[src/rtl/uart_rx.sv]
// 8N1 UART receiver: oversampled RX line, small receive FIFO, and a
// byte-wide DATA/STATUS register interface for the CPU.
module uart_rx #(
    parameter int CLKS_PER_BIT = 208,
    parameter int FIFODEPTH    = 4
) (
    input  logic       clk,
    input  logic       power_on_reset_n,
    input  logic       rx,
    input  logic       addr,
    input  logic       rd,
    input  logic       wr,
    input  logic [7:0] din,
    output logic [7:0] dout,
    output logic       irq
);
    localparam int CW = $clog2(CLKS_PER_BIT);
    localparam int AW = $clog2(FIFODEPTH);
    localparam logic [CW-1:0] HALF_BIT = CW'(CLKS_PER_BIT / 2 - 1);
    localparam logic [CW-1:0] FULL_BIT = CW'(CLKS_PER_BIT - 1);

    typedef enum logic [2:0] {IDLE, START, DATA, STOP, WAIT_IDLE} state_t;

    state_t          state_q;
    logic            rx_meta_q, rxs_q;
    logic [CW-1:0]   cnt_q;
    logic [2:0]      idx_q;
    logic [7:0]      shift_q;
    logic [7:0]      mem_q [FIFODEPTH];
    logic [AW:0]     wptr_q, rptr_q, wptr_d, rptr_d;
    logic            frame_err_q, overrun_q, frame_err_d, overrun_d;
    logic [7:0]      dout_q;

    logic            sample, stop_ok, stop_bad;
    logic            rd_data, rd_stat, wr_stat;
    logic            empty, full, push, pop, ovr_set, busy;
    logic [1:0]      clr;

    assign sample   = (cnt_q == '0);
    assign stop_ok  = (state_q == STOP) && sample && rxs_q;
    assign stop_bad = (state_q == STOP) && sample && !rxs_q;
    assign busy     = (state_q != IDLE);

    // rd takes precedence over wr when both are strobed.
    assign rd_data = rd && !addr;
    assign rd_stat = rd && addr;
    assign wr_stat = wr && !rd && addr;
    assign clr     = wr_stat ? 2'(din >> 2) : 2'b00;

    assign empty   = (wptr_q == rptr_q);
    assign full    = (wptr_q[AW] != rptr_q[AW]) && (wptr_q[AW-1:0] == rptr_q[AW-1:0]);
    assign pop     = rd_data && !empty;
    assign push    = stop_ok && (!full || pop);
    assign ovr_set = stop_ok && full && !pop;

    assign wptr_d      = push ? wptr_q + 1'b1 : wptr_q;
    assign rptr_d      = pop  ? rptr_q + 1'b1 : rptr_q;
    assign frame_err_d = stop_bad | (frame_err_q & ~clr[0]);
    assign overrun_d   = ovr_set  | (overrun_q   & ~clr[1]);

    always_ff @(posedge clk or negedge power_on_reset_n) begin
        if (!power_on_reset_n) begin
            rx_meta_q <= 1'b1;
            rxs_q     <= 1'b1;
        end else begin
            rx_meta_q <= rx;
            rxs_q     <= rx_meta_q;
        end
    end

    always_ff @(posedge clk or negedge power_on_reset_n) begin
        if (!power_on_reset_n) begin
            state_q <= IDLE;
            cnt_q   <= '0;
            idx_q   <= '0;
            shift_q <= '0;
        end else begin
            case (state_q)
                IDLE: begin
                    if (!rxs_q) begin
                        state_q <= START;
                        cnt_q   <= HALF_BIT;
                    end
                end
                START: begin
                    if (sample) begin
                        if (rxs_q) begin
                            state_q <= IDLE;
                        end else begin
                            state_q <= DATA;
                            cnt_q   <= FULL_BIT;
                            idx_q   <= '0;
                        end
                    end else begin
                        cnt_q <= cnt_q - CW'(1);
                    end
                end
                DATA: begin
                    if (sample) begin
                        shift_q[idx_q] <= rxs_q;
                        cnt_q          <= FULL_BIT;
                        idx_q          <= idx_q + 3'd1;
                        if (idx_q == 3'd7) state_q <= STOP;
                    end else begin
                        cnt_q <= cnt_q - CW'(1);
                    end
                end
                STOP: begin
                    if (sample) state_q <= rxs_q ? IDLE : WAIT_IDLE;
                    else        cnt_q   <= cnt_q - CW'(1);
                end
                WAIT_IDLE: begin
                    if (rxs_q) state_q <= IDLE;
                end
                default: state_q <= IDLE;
            endcase
        end
    end

    // Storage carries no reset; the pointers alone define what is valid.
    always_ff @(posedge clk) begin
        if (push) mem_q[wptr_q[AW-1:0]] <= shift_q;
    end

    always_ff @(posedge clk or negedge power_on_reset_n) begin
        if (!power_on_reset_n) begin
            wptr_q      <= '0;
            rptr_q      <= '0;
            frame_err_q <= 1'b0;
            overrun_q   <= 1'b0;
            dout_q      <= 8'h00;
        end else begin
            wptr_q      <= wptr_d;
            rptr_q      <= rptr_d;
            frame_err_q <= frame_err_d;
            overrun_q   <= overrun_d;
            if (rd_data)
                dout_q <= empty ? 8'h00 : mem_q[rptr_q[AW-1:0]];
            else if (rd_stat)
                dout_q <= {3'b000, busy, overrun_q, frame_err_q, full, !empty};
        end
    end

    assign dout = dout_q;
    assign irq  = !empty;

endmodule

[config.mk]
export PLATFORM = sky130hd
export DESIGN_NAME = uart_rx
export DESIGN_NICKNAME = d
export VERILOG_FILES = /design/src/rtl/uart_rx.sv
export SDC_FILE = /design/constraint.sdc
export NUM_CORES = 1
export LEC_CHECK = 0
export CORE_ASPECT_RATIO = 0.7
export CORE_MARGIN = 8
export CORE_UTILIZATION = 55
export CTS_CLUSTER_DIAMETER = 100
export CTS_CLUSTER_SIZE = 40
export DETAILED_ROUTE_END_ITERATION = 16
export GPL_TIMING_DRIVEN = 0
export PLACE_DENSITY = 0.86
export SLEW_MARGIN = 20
export SYNTH_ARGS = -nofsm -noshare
export SYNTH_HDL_FRONTEND = slang
export SYNTH_SLANG_ARGS = --single-unit
export TNS_END_PERCENT = 5
[constraint.sdc]
create_clock -name clk -period 2.47 [get_ports clk]
set_input_delay 0.494 -clock clk [delete_from_list [all_inputs] [get_ports clk]]
set_output_delay 0.494 -clock clk [all_outputs]
set_load 0.05 [all_outputs]
==> results of run 1 <==
through the flow:
step | utilization (%) | cell area [µm²] | instances
after global routing | 65.9 | 3790 | 348
after floorplan | - | 3310 | 240
after detailed placement | 62.0 | 3570 | 331
final | 65.9 | 3790 | 348
after global placement | 61.7 | 3550 | 330
after CTS | 65.6 | 3770 | 347
registers in the layout, indices dropped and copies added, names as in the netlist:
register and flops:
mem_q 32, cnt_q 8, dout 8, shift_q 8, idx_q 3, rptr_q 3, state_q 3, wptr_q 3
frame_err_q 1, overrun_q 1, rx_meta_q 1, rxs_q 1
where the power goes:
group / internal (mW) / switching (mW)
Sequential: 1.28 / 0.0303
Clock: 0.520 / 0.410
Combinational: 0.165 / 0.246
Total: 1.97 / 0.687
timing repair:
item / CTS / global route
gates resized for setup: 6 / 5
hold buffers: 0 / 1
setup endpoints to repair: 33 / 38
buffers inserted: 0 / 0
pin swaps: 0 / 2
endpoints found under the hold margin: 0 / 8
how the worst max path moves through the flow:
stage,cells past startpoint,startpoint,slack (ns),endpoint
finish,6,cnt_q[0]$_DFFE_PN0P_,0.13,shift_q[4]$_DFFE_PN0P_
CTS,6,cnt_q[0]$_DFFE_PN0P_,0.02,mem_q[0][1]$_DFFE_PP_
global route,6,cnt_q[0]$_DFFE_PN0P_,-0.06,shift_q[4]$_DFFE_PN0P_
detailed placement,5,rd,-0.46,mem_q[0][0]$_DFFE_PP_
floorplan,6,cnt_q[0]$_DFFE_PN0P_,0.35,mem_q[0][0]$_DFFE_PP_
global placement,5,rd,-0.33,mem_q[0][0]$_DFFE_PP_
kinds of logic after synthesis:
logic type	after synthesis
flops	72
mux	19
xor+xnor	9
fa+ha+maj	9
buf+inv	24
compound gates	47
simple gates	60
critical path, stage by stage, from the launching register on:
cell and delay, ns:
dfrtp_1 0.44, inv_1 0.11, ha_1 0.17, nor4b_4 0.37, nand4b_1 0.37, nor4_1 0.39
mux2_2 0.38
cell usage after synthesis, drive strengths merged (2+ instances only):
cell,number
dfstp,2
o221a,2
a22oi,2
nor4,6
nand2,12
nor2,11
o31ai,2
mux4,8
a22o,3
a211oi,2
nor4b,4
dfrtp,38
and2,4
nand4,3
a21o,2
clkbuf,7
or3,2
o22a,2
a21oi,5
inv,15
o21ai,11
mux2,10
edfxtp,32
nand3b,3
xnor2,6
nor3,5
nand3,3
ha,9
buf,2
a311oi,2
a31oi,5
xor2,3
routing by layer:
metal / part of all wire (%) / GRT usage (%) / vias to the layer above
li1: - / - / 972
met1: 48 / 23.6 / 1061
met3: 7.9 / 4.74 / 9
met2: 43 / 23.6 / 97
met4: 1.2 / 5.85 / 0
met5: 0 / 0 / -
area by class of cell:
cell class	count	area (µm²)
clock inverter	3	40.0
inverter	15	56.3
multi-input combinational	144	1250
clock buffer	13	159
timing repair buffer	17	170
tap	75	93.8
fill	427	1960
buffer	9	62.6
sequential	72	1960
==> metrics.cfg, run 1 <==
[logic_synthesis]
synth-compound-area-share_pct=10.1
syn-cell-area_mm2=0.00331
yosys.area.top_type=edfxtp_1
synthMuxAreaShare_pct=9.61
yosysWarningCount=0
synthTopCellsByArea=edfxtp_1 29%, dfrtp_1 29%, ha_1 3.4%
synth_nets=263
synth_top_family_by_area=simple AND/OR/NAND/NOR gates
syn_area_per_cell_um2=13.8
synthDominantCellAreaShare_pct=29.1
synth_fa_ha_area_share_pct=3.41
synthSimpleGateAreaFrac_pct=11.5
synth_edf_count=32
syn_inst=240
synth_flop_cell=dfrtp_1
yosys_register_bits=72
async_flop_share_pct=55.6
synthXorXnorAreaFrac_pct=2.38
ys_seq_area_share_pct=59.4
ys_types=56

[floorplanning]
core_area_mm2=0.00576
row_count=23
start_util_pct=57.5
die_y_um=80.9
dieArea_mm2=0.00879
die_w_um=109
io_pins=23

[timing]
finClkSkew_ns=0.00968
finalCritPeriodShare_pct=94.7
fin_tns_setup_ns=0
fmax_mhz=427
rsz0062_at_grt=true
fin_ws_ns=0.130
final_max_slew_viol_count=0
min_period_ns=2.34
hold_slack_ns=0.362
worstMarginPinSlew_ns=0.957
timing_hold_violations_final=0
setup-violations-final=0
max_slew_margin_pct=35.8

[setup_path]
rrSetupSlack_ns=0.13
cp_max_fo=7
rr_endpoint=shift_q[4]$_DFFE_PN0P_
criticalPathCategory=reg2reg
critPathRequiredTime_ns=2.70
crit_path_end_kind=flop
r2r_cells=6
cp.arrival_ns=2.57
r2r-start=cnt_q[0]$_DFFE_PN0P_
startpoint_type=flop

[power_and_ir_drop]
power.leakage_nw=1.59
power_density_mw_per_mm2=700
power_mw=2.66
irDropWorstVdd_v=0.000492

[hold_path]
holdCritStartpoint=rx_meta_q$_DFF_PN1_
holdPathStages=0
whs_endpoint=rxs_q$_DFF_PN1_
min_path_type=reg2reg

[layout]
layout_common_cells=38 x dfrtp_1, 32 x edfxtp_1, 15 x inv_1, 13 x clkbuf_8, 13 x clkdlybuf4s50_1
layout_commonest_cell=dfrtp_1
fin_nets=291
syn_to_final_growth_pct=14.7
layout-drive-gt1-share_pct=19.8
n_antenna_cell=0

[routing]
viasPerCell=6.15
drcViolationCount=0
totalWireLength_mm=6.78
drt_iter0_drc=151
ant_nets=0
drtPass1Iterations=6
vias=2139
drt-wirelength-per-cell_um=19.5

[placed_design]
io_buffers=15
dp_slack_ns=-0.462
place.gp.congestion=0.787
dp_hpwl_mm=4.87

[clock_network]
htreeDepth=3
clk_path_buf_depth=2
worstSkewPairLatency_ns=0.34
cts_root_buf=clkbuf_8
cts_buffers=9
clk_pin_slew_ns=0.07
cts_tree=done
cts_sinks=72

[global_route]
grt_max_degree=33
grtUsageTotal_pct=16.6
overflow=0
grt_pass1_wl_mm=10.9
grt_antenna_before_repair=0
grt_pass1_vias=2051

[run_status]
status=completed

[flow_run]
maxCapViolCount=0

(Power assumes the default switching activity.)
==> run 2: changes to the inputs <==
--- a/config.mk
+++ b/config.mk
@@ -5,9 +5,11 @@
 export SDC_FILE = /design/constraint.sdc
 export NUM_CORES = 1
 export LEC_CHECK = 0
+export CAP_MARGIN = 10
 export CORE_ASPECT_RATIO = 0.7
 export CORE_MARGIN = 8
 export CORE_UTILIZATION = 55
+export CTS_BUF_LIST = sky130_fd_sc_hd__clkbuf_16
 export CTS_CLUSTER_DIAMETER = 100
 export CTS_CLUSTER_SIZE = 40
 export DETAILED_ROUTE_END_ITERATION = 16
==> constraint.sdc (replaced) <==
create_clock -name clk -period 2.47 [get_ports clk]
set_input_delay 0.494 -clock clk [delete_from_list [all_inputs] [get_ports clk]]
set_output_delay 0.494 -clock clk [all_outputs]
set_load 0.01 [all_outputs]
==> run 2 against run 1 <==
Power rose by 9.8%. Worst setup slack got worse by 0.0091 ns. Via count rose by 0.23%. Sequential cell count did not move. Cell area rose by 2.5%. Critical path depth did not move. First-iteration DRC count rose by 13%. Sequential power barely moved. Utilization rose by 1.7 points. Critical path type unchanged. Critical endpoint unchanged. Largest cell class unchanged. Largest power group unchanged.
==> metrics.cfg, run 2 (synthesis results as in run 1) <==
[setup_path]
cp.arrival_ns=2.56  ; was 2.57 ns
rrSetupSlack_ns=0.12  ; was 0.13 ns
worstPathCellList=inv_1 > ha_1 > nor4b_4 > nand4b_1 > nor4_1 > mux2_2  ; unchanged
critical-path-max-stage-delay_ns=0.44  ; about the same
cp_num_buf_inv=1  ; unchanged
criticalPathCategory=reg2reg  ; unchanged
startpoint_type=flop  ; unchanged
r2r_cells=6  ; unchanged
rr_endpoint=shift_q[4]$_DFFE_PN0P_  ; unchanged
cp_max_fo=7  ; unchanged
crit_path_end_kind=flop  ; unchanged
r2r-start=cnt_q[0]$_DFFE_PN0P_  ; unchanged
critPathTopFamily=simple AND/OR/NAND/NOR gates  ; unchanged
critPathSlowestCell=dfrtp_1  ; unchanged
critPathRequiredTime_ns=2.68  ; was 2.70 ns

[clock_network]
htreeDepth=3  ; unchanged
worstSkewPairLatency_ns=0.33  ; was 0.34 ns
cts_root_buf=clkbuf_16  ; was clkbuf_8
cts_tree=done  ; unchanged
cts_buffers=9  ; unchanged
clk_path_buf_depth=2  ; unchanged
clk_pin_slew_ns=0.06  ; was 0.07 ns
cts_setup_buffers=0  ; unchanged
cts_hold_buf=0  ; unchanged
cts_sinks=72  ; unchanged

[routing]
vias=2144  ; was 2139
drt-wirelength-per-cell_um=20.1  ; was 19.5 µm
drt_iter0_drc=171  ; was 151
viasPerCell=6.18  ; was 6.15
totalWireLength_mm=6.98  ; was 6.78 mm
drtPass1Iterations=4  ; was 6
drcViolationCount=0  ; unchanged
ant_nets=0  ; unchanged

[placed_design]
io_buffers=15  ; unchanged
dp_slack_ns=-0.462  ; unchanged
dp_cells=331  ; unchanged
dp_hpwl_mm=4.87  ; unchanged
place.gp.congestion=0.787  ; unchanged

[layout]
largest_reg_flops=32  ; unchanged
nFillCells=427  ; unchanged
syn_to_final_growth_pct=17.6  ; was 14.7%
fin_cells=347  ; was 348
fin_nets=290  ; was 291
layout-drive-gt1-share_pct=20.6  ; was 19.8%
multiInputGateArea_mm2=0.00126  ; was 0.00125 mm²
n_antenna_cell=0  ; unchanged
layout_commonest_cell=dfrtp_1  ; unchanged
seq_area_mm2=0.00196  ; unchanged
layout_common_cells=38 x dfrtp_1, 32 x edfxtp_1, 17 x inv_1, 14 x clkdlybuf4s50_1, 12 x nand2_1  ; was 38 x dfrtp_1, 32 x edfxtp_1, 15 x inv_1, 13 x clkbuf_8, 13 x clkdlybuf4s50_1

[global_route]
grt_antenna_before_repair=0  ; unchanged
grt_pass1_vias=2073  ; was 2051
overflow=0  ; unchanged
grt_pass1_wl_mm=11.1  ; was 10.9 mm
grt_max_degree=33  ; unchanged
grtUsageTotal_pct=17.0  ; was 16.6%

[timing]
max_slew_margin_pct=32.4  ; was 35.8%
min_period_ns=2.35  ; was 2.34 ns
timing_hold_violations_final=0  ; unchanged
finalCritPeriodShare_pct=95.1  ; was 94.7%
final_max_slew_viol_count=0  ; unchanged
rsz0062_at_grt=true  ; unchanged
fin_tns_setup_ns=0  ; unchanged
finClkSkew_ns=0.00533  ; was 0.00968 ns
fin_ws_ns=0.121  ; was 0.130 ns
setup-violations-final=0  ; unchanged
fmax_mhz=426  ; was 427 MHz
worstMarginPinSlew_ns=1.01  ; was 0.957 ns

[floorplanning]
dieArea_mm2=0.00879  ; unchanged
core_area_mm2=0.00576  ; unchanged
row_count=23  ; unchanged
io_pins=23  ; unchanged
die_w_um=109  ; unchanged
start_util_pct=57.5  ; unchanged
die_y_um=80.9  ; unchanged

[hold_path]
min_path_type=in2async  ; was reg2reg

[flow_run]
maxCapViolCount=0  ; unchanged

[power_and_ir_drop]
power_mw=2.92  ; was 2.66 mW
power.leakage_nw=1.65  ; was 1.59 nW
irDropWorstVdd_v=0.000720  ; was 0.000492 V
power_density_mw_per_mm2=750  ; was 700 mW/mm²

[run_status]
status=completed  ; unchanged

-- run 2: changes by cell type in the layout (fill, tap and decap cells not counted) --
cell             change
and2_2               +1
inv_1                +2
dlygate4sd3_1        -1
clkbuf_2             -1
xnor2_2              +2
inv_2                +2
clkbuf_16            +9
nand3_2              +1
and2_4               -1
nand3_1              -1
clkbuf_8            -11
clkdlybuf4s50_1      +1
xnor2_1              -2
clkbuf_1             -2
-- run 2: through the flow --
| stage | area (µm²) | utilization [%] | hold WS [ns] |
|---|---|---|---|
| after floorplan | 3310 | - | 0.198 |
| after global placement | 3550 | 61.7 | 0.348 |
| after detailed placement | 3570 | 62.0 | 0.349 |
| after CTS | 3860 | 67.1 | 0.0123 |
| after global routing | 3890 | 67.5 | 0.0159 |
| final | 3890 | 67.5 | 0.0186 |
-- run 2: cell type report --
class	instances	area share, %
inverters	15	1.45
repair buffers	16	4.25
flip-flops and latches	72	50.5
multi-input cells	144	32.5
plain buffers	9	1.61
well taps	75	2.41
clock inverters	7	1.42
clock buffers	9	5.79
-- run 2: what timing repair did --
| action | 4_1_cts | 5_1_grt |
|---|---|---|
| pin swaps | 0 | 2 |
| endpoints found under the setup margin | 33 | 37 |
| gates resized for setup | 6 | 4 |
-- run 2: routing by layer --
layer	wire, µm	GRT usage, %	share of wire [%]	vias to the layer above
li1	-	-	-	969
met4	58	6.26	0.83	0
met1	3200	23.6	46	1065
met3	557	6.25	8.0	7
met5	0	0	0	-
met2	3170	24.1	45	103
-- run 2: worst max-delay path by stage --
stage	from	to	cells past startpoint
3_5_place_dp	rd	mem_q[0][0]$_DFFE_PP_	5
5_1_grt	cnt_q[0]$_DFFE_PN0P_	shift_q[4]$_DFFE_PN0P_	6
3_3_place_gp	rd	mem_q[0][0]$_DFFE_PP_	5
4_1_cts	rptr_q[1]$_DFFE_PN0P_	irq	4
6_report	cnt_q[0]$_DFFE_PN0P_	shift_q[4]$_DFFE_PN0P_	6
2_1_floorplan	cnt_q[0]$_DFFE_PN0P_	mem_q[0][0]$_DFFE_PP_	6
-- run 2: power breakdown --
| group | switching [mW] | internal (mW) | leakage, nW |
|---|---|---|---|
| clock network | 0.453 | 0.764 | 0.152 |
| logic | 0.199 | 0.183 | 0.618 |
| registers | 0.0307 | 1.29 | 0.878 |
==> run 3: changes to the inputs <==
--- a/config.mk
+++ b/config.mk
@@ -8,7 +8,7 @@
 export CAP_MARGIN = 10
 export CORE_ASPECT_RATIO = 0.7
 export CORE_MARGIN = 8
-export CORE_UTILIZATION = 55
+export CORE_UTILIZATION = 52
 export CTS_BUF_LIST = sky130_fd_sc_hd__clkbuf_16
 export CTS_CLUSTER_DIAMETER = 100
 export CTS_CLUSTER_SIZE = 40
==> constraint.sdc (replaced) <==
create_clock -name clk -period 2.14 [get_ports clk]
set_input_delay 0.428 -clock clk [delete_from_list [all_inputs] [get_ports clk]]
set_output_delay 0.428 -clock clk [all_outputs]
set_load 0.1 [all_outputs]
==> run 3 against run 2 <==
Die area increased by 4.8%. Sequential power increased by 15%. First-iteration DRC count increased by 22%. Clock-buffer cell count unchanged. Clock power increased by 14%. Combinational power increased by 50%. Register-to-register slack got worse by 0.11 ns. Wire length decreased by 6.2%. Worst setup slack got worse by 0.11 ns. Critical endpoint is now shift_q[7]$_DFFE_PN0P_. Largest power group unchanged. Highest routed layer unchanged.
==> metrics.cfg, run 3 (synthesis results as in run 1) <==
[layout]
utilization_pct=63.7  ; was 67.5%
fin_nets=292  ; was 290
nFillCells=433  ; was 427
layout-drive-gt1-share_pct=23.7  ; was 20.6%
seq_area_mm2=0.00196  ; unchanged
layout_common_cells=38 x dfrtp_1, 32 x edfxtp_1, 15 x inv_1, 11 x nand2_1, 11 x nor2_1  ; was 38 x dfrtp_1, 32 x edfxtp_1, 17 x inv_1, 14 x clkdlybuf4s50_1, 12 x nand2_1
fin_cells=352  ; was 347
syn_to_final_growth_pct=19.1  ; was 17.6%
n_antenna_cell=0  ; unchanged
largest_reg_flops=32  ; unchanged
multiInputGateArea_mm2=0.00131  ; was 0.00126 mm²
layout_commonest_cell=dfrtp_1  ; unchanged

[timing]
fmax_mhz=469  ; was 426 MHz
min_period_ns=2.13  ; was 2.35 ns
timing_hold_violations_final=0  ; unchanged
max_slew_margin_pct=36.3  ; was 32.4%
finalCritPeriodShare_pct=99.6  ; was 95.1%
fin_tns_setup_ns=0  ; unchanged
worstMarginPinSlew_ns=0.960  ; was 1.01 ns
final_max_slew_viol_count=0  ; unchanged
finClkSkew_ns=0.00595  ; was 0.00533 ns
rsz0062_at_grt=true  ; unchanged
setup-violations-final=0  ; unchanged

[setup_path]
criticalPathCategory=reg2reg  ; unchanged
rrSetupSlack_ns=0.009  ; was 0.12 ns
rr_endpoint=shift_q[7]$_DFFE_PN0P_  ; was shift_q[4]$_DFFE_PN0P_
critical-path-max-stage-delay_ns=0.53  ; was 0.44 ns
startpoint_type=flop  ; unchanged
r2r_cells=6  ; unchanged
r2r-start=cnt_q[0]$_DFFE_PN0P_  ; unchanged
cp.arrival_ns=2.34  ; was 2.56 ns
worstPathCellList=inv_2 > ha_4 > or4b_4 > nor4b_4 > nand4_1 > mux2_2  ; was inv_1 > ha_1 > nor4b_4 > nand4b_1 > nor4_1 > mux2_2
cp_max_fo=5  ; was 7
critPathRequiredTime_ns=2.35  ; was 2.68 ns
crit_path_end_kind=flop  ; unchanged
critPathSlowestCell=or4b_4  ; was dfrtp_1

[routing]
drt_iter0_drc=208  ; was 171
drcViolationCount=0  ; unchanged
totalWireLength_mm=6.55  ; was 6.98 mm
drtPass1Iterations=5  ; was 4
vias=2156  ; was 2144
viasPerCell=6.13  ; was 6.18
ant_nets=0  ; unchanged
drt-wirelength-per-cell_um=18.6  ; was 20.1 µm

[global_route]
grtUsageTotal_pct=15.3  ; was 17.0%
grt_max_degree=27  ; was 33
grt_pass1_wl_mm=10.8  ; was 11.1 mm
overflow=0  ; unchanged
grt_antenna_before_repair=0  ; unchanged
grt_pass1_vias=2124  ; was 2073

[clock_network]
htreeDepth=3  ; unchanged
cts_hold_buf=0  ; unchanged
clk_pin_slew_ns=0.05  ; was 0.06 ns
cts_tree=done  ; unchanged
cts_root_buf=clkbuf_16  ; unchanged
worstSkewPairLatency_ns=0.33  ; about the same
cts_sinks=72  ; unchanged
cts_buffers=9  ; unchanged
clk_path_buf_depth=2  ; unchanged

[power_and_ir_drop]
power_density_mw_per_mm2=884  ; was 750 mW/mm²
power_mw=3.48  ; was 2.92 mW
power.leakage_nw=1.67  ; was 1.65 nW
irDropWorstVdd_v=0.000444  ; was 0.000720 V

[floorplanning]
core_area_mm2=0.00619  ; was 0.00576 mm²
dieArea_mm2=0.00921  ; was 0.00879 mm²
row_count=24  ; was 23
die_y_um=82.7  ; was 80.9 µm
io_pins=23  ; unchanged
die_w_um=111  ; was 109 µm
start_util_pct=53.5  ; was 57.5%

[placed_design]
place.gp.congestion=0.779  ; was 0.787
dp_hpwl_mm=4.64  ; was 4.87 mm
io_buffers=15  ; unchanged
dp_cells=334  ; was 331

[run_status]
status=completed  ; unchanged

[hold_path]
min_path_type=in2async  ; unchanged

[flow_run]
maxCapViolCount=0  ; unchanged

## run 3: cell count changes in the layout (fill, tap and decap cells not counted), sizes merged
cell	previous run	this run
buf	4	7
clkdlybuf4s50	14	5
inv	19	17
clkinv	2	4
dlygate4sd2	0	8
## run 3: how the worst max path moves through the flow
stage,from,depth (start not counted),to
2_1_floorplan,cnt_q[0]$_DFFE_PN0P_,6,mem_q[0][0]$_DFFE_PP_
3_3_place_gp,rd,5,mem_q[0][0]$_DFFE_PP_
3_5_place_dp,rd,5,mem_q[1][0]$_DFFE_PP_
4_1_cts,cnt_q[0]$_DFFE_PN0P_,6,cnt_q[4]$_DFFE_PN0P_
5_1_grt,cnt_q[0]$_DFFE_PN0P_,6,shift_q[7]$_DFFE_PN0P_
6_report,cnt_q[0]$_DFFE_PN0P_,6,shift_q[7]$_DFFE_PN0P_
## run 3: worst max-delay path: cells and delay by family, from the launching register on
| family | cells | cell delay (ns) |
|---|---|---|
| DFF | 1 | 0.42 |
| adders and majority gates | 1 | 0.13 |
| muxes | 1 | 0.31 |
| and+or+nand+nor | 3 | 1.04 |
| buffers and inverters | 1 | 0.10 |
## run 3: repair_timing
action,in CTS,in global routing
setup endpoints to repair,51,55
gates cloned,0,0
buffers inserted,1,1
resized for setup,26,12
pin swaps,2,5
## run 3: area by class of cell
cell class | instances | area share, %
buffer | 9 | 1.59
clock buffer | 9 | 5.72
clock inverter | 7 | 1.40
inverter | 15 | 1.43
multi-input combinational | 144 | 33.3
sequential | 72 | 49.9
tap | 78 | 2.48
timing repair buffer | 18 | 4.26
## run 3: power breakdown
group / leakage [nW] / switching (mW) / internal (mW)
Clock: 0.147 / 0.510 / 0.879
Combinational: 0.650 / 0.374 / 0.198
Sequential: 0.878 / 0.0365 / 1.48
## run 3: through the flow
step                      setup slack (ns)  hold WS, ns  area, µm²
after global routing               -0.0645       0.0447       3940
after global placement              -0.586        0.348       3560
after CTS                         -0.00743       0.0282       3890
after floorplan                     0.0160        0.132       3310
after detailed placement            -0.637        0.348       3570
final                              0.00882       0.0286       3940
## run 3: per-layer routing
layer  GRT usage [%]  up-vias  routed length [µm]
met5               0        -                   0
met4            6.09        0                  80
met3            5.56       12                 524
met2            24.2       84                3010
met1            18.9     1081                2940
li1                -      979                   -
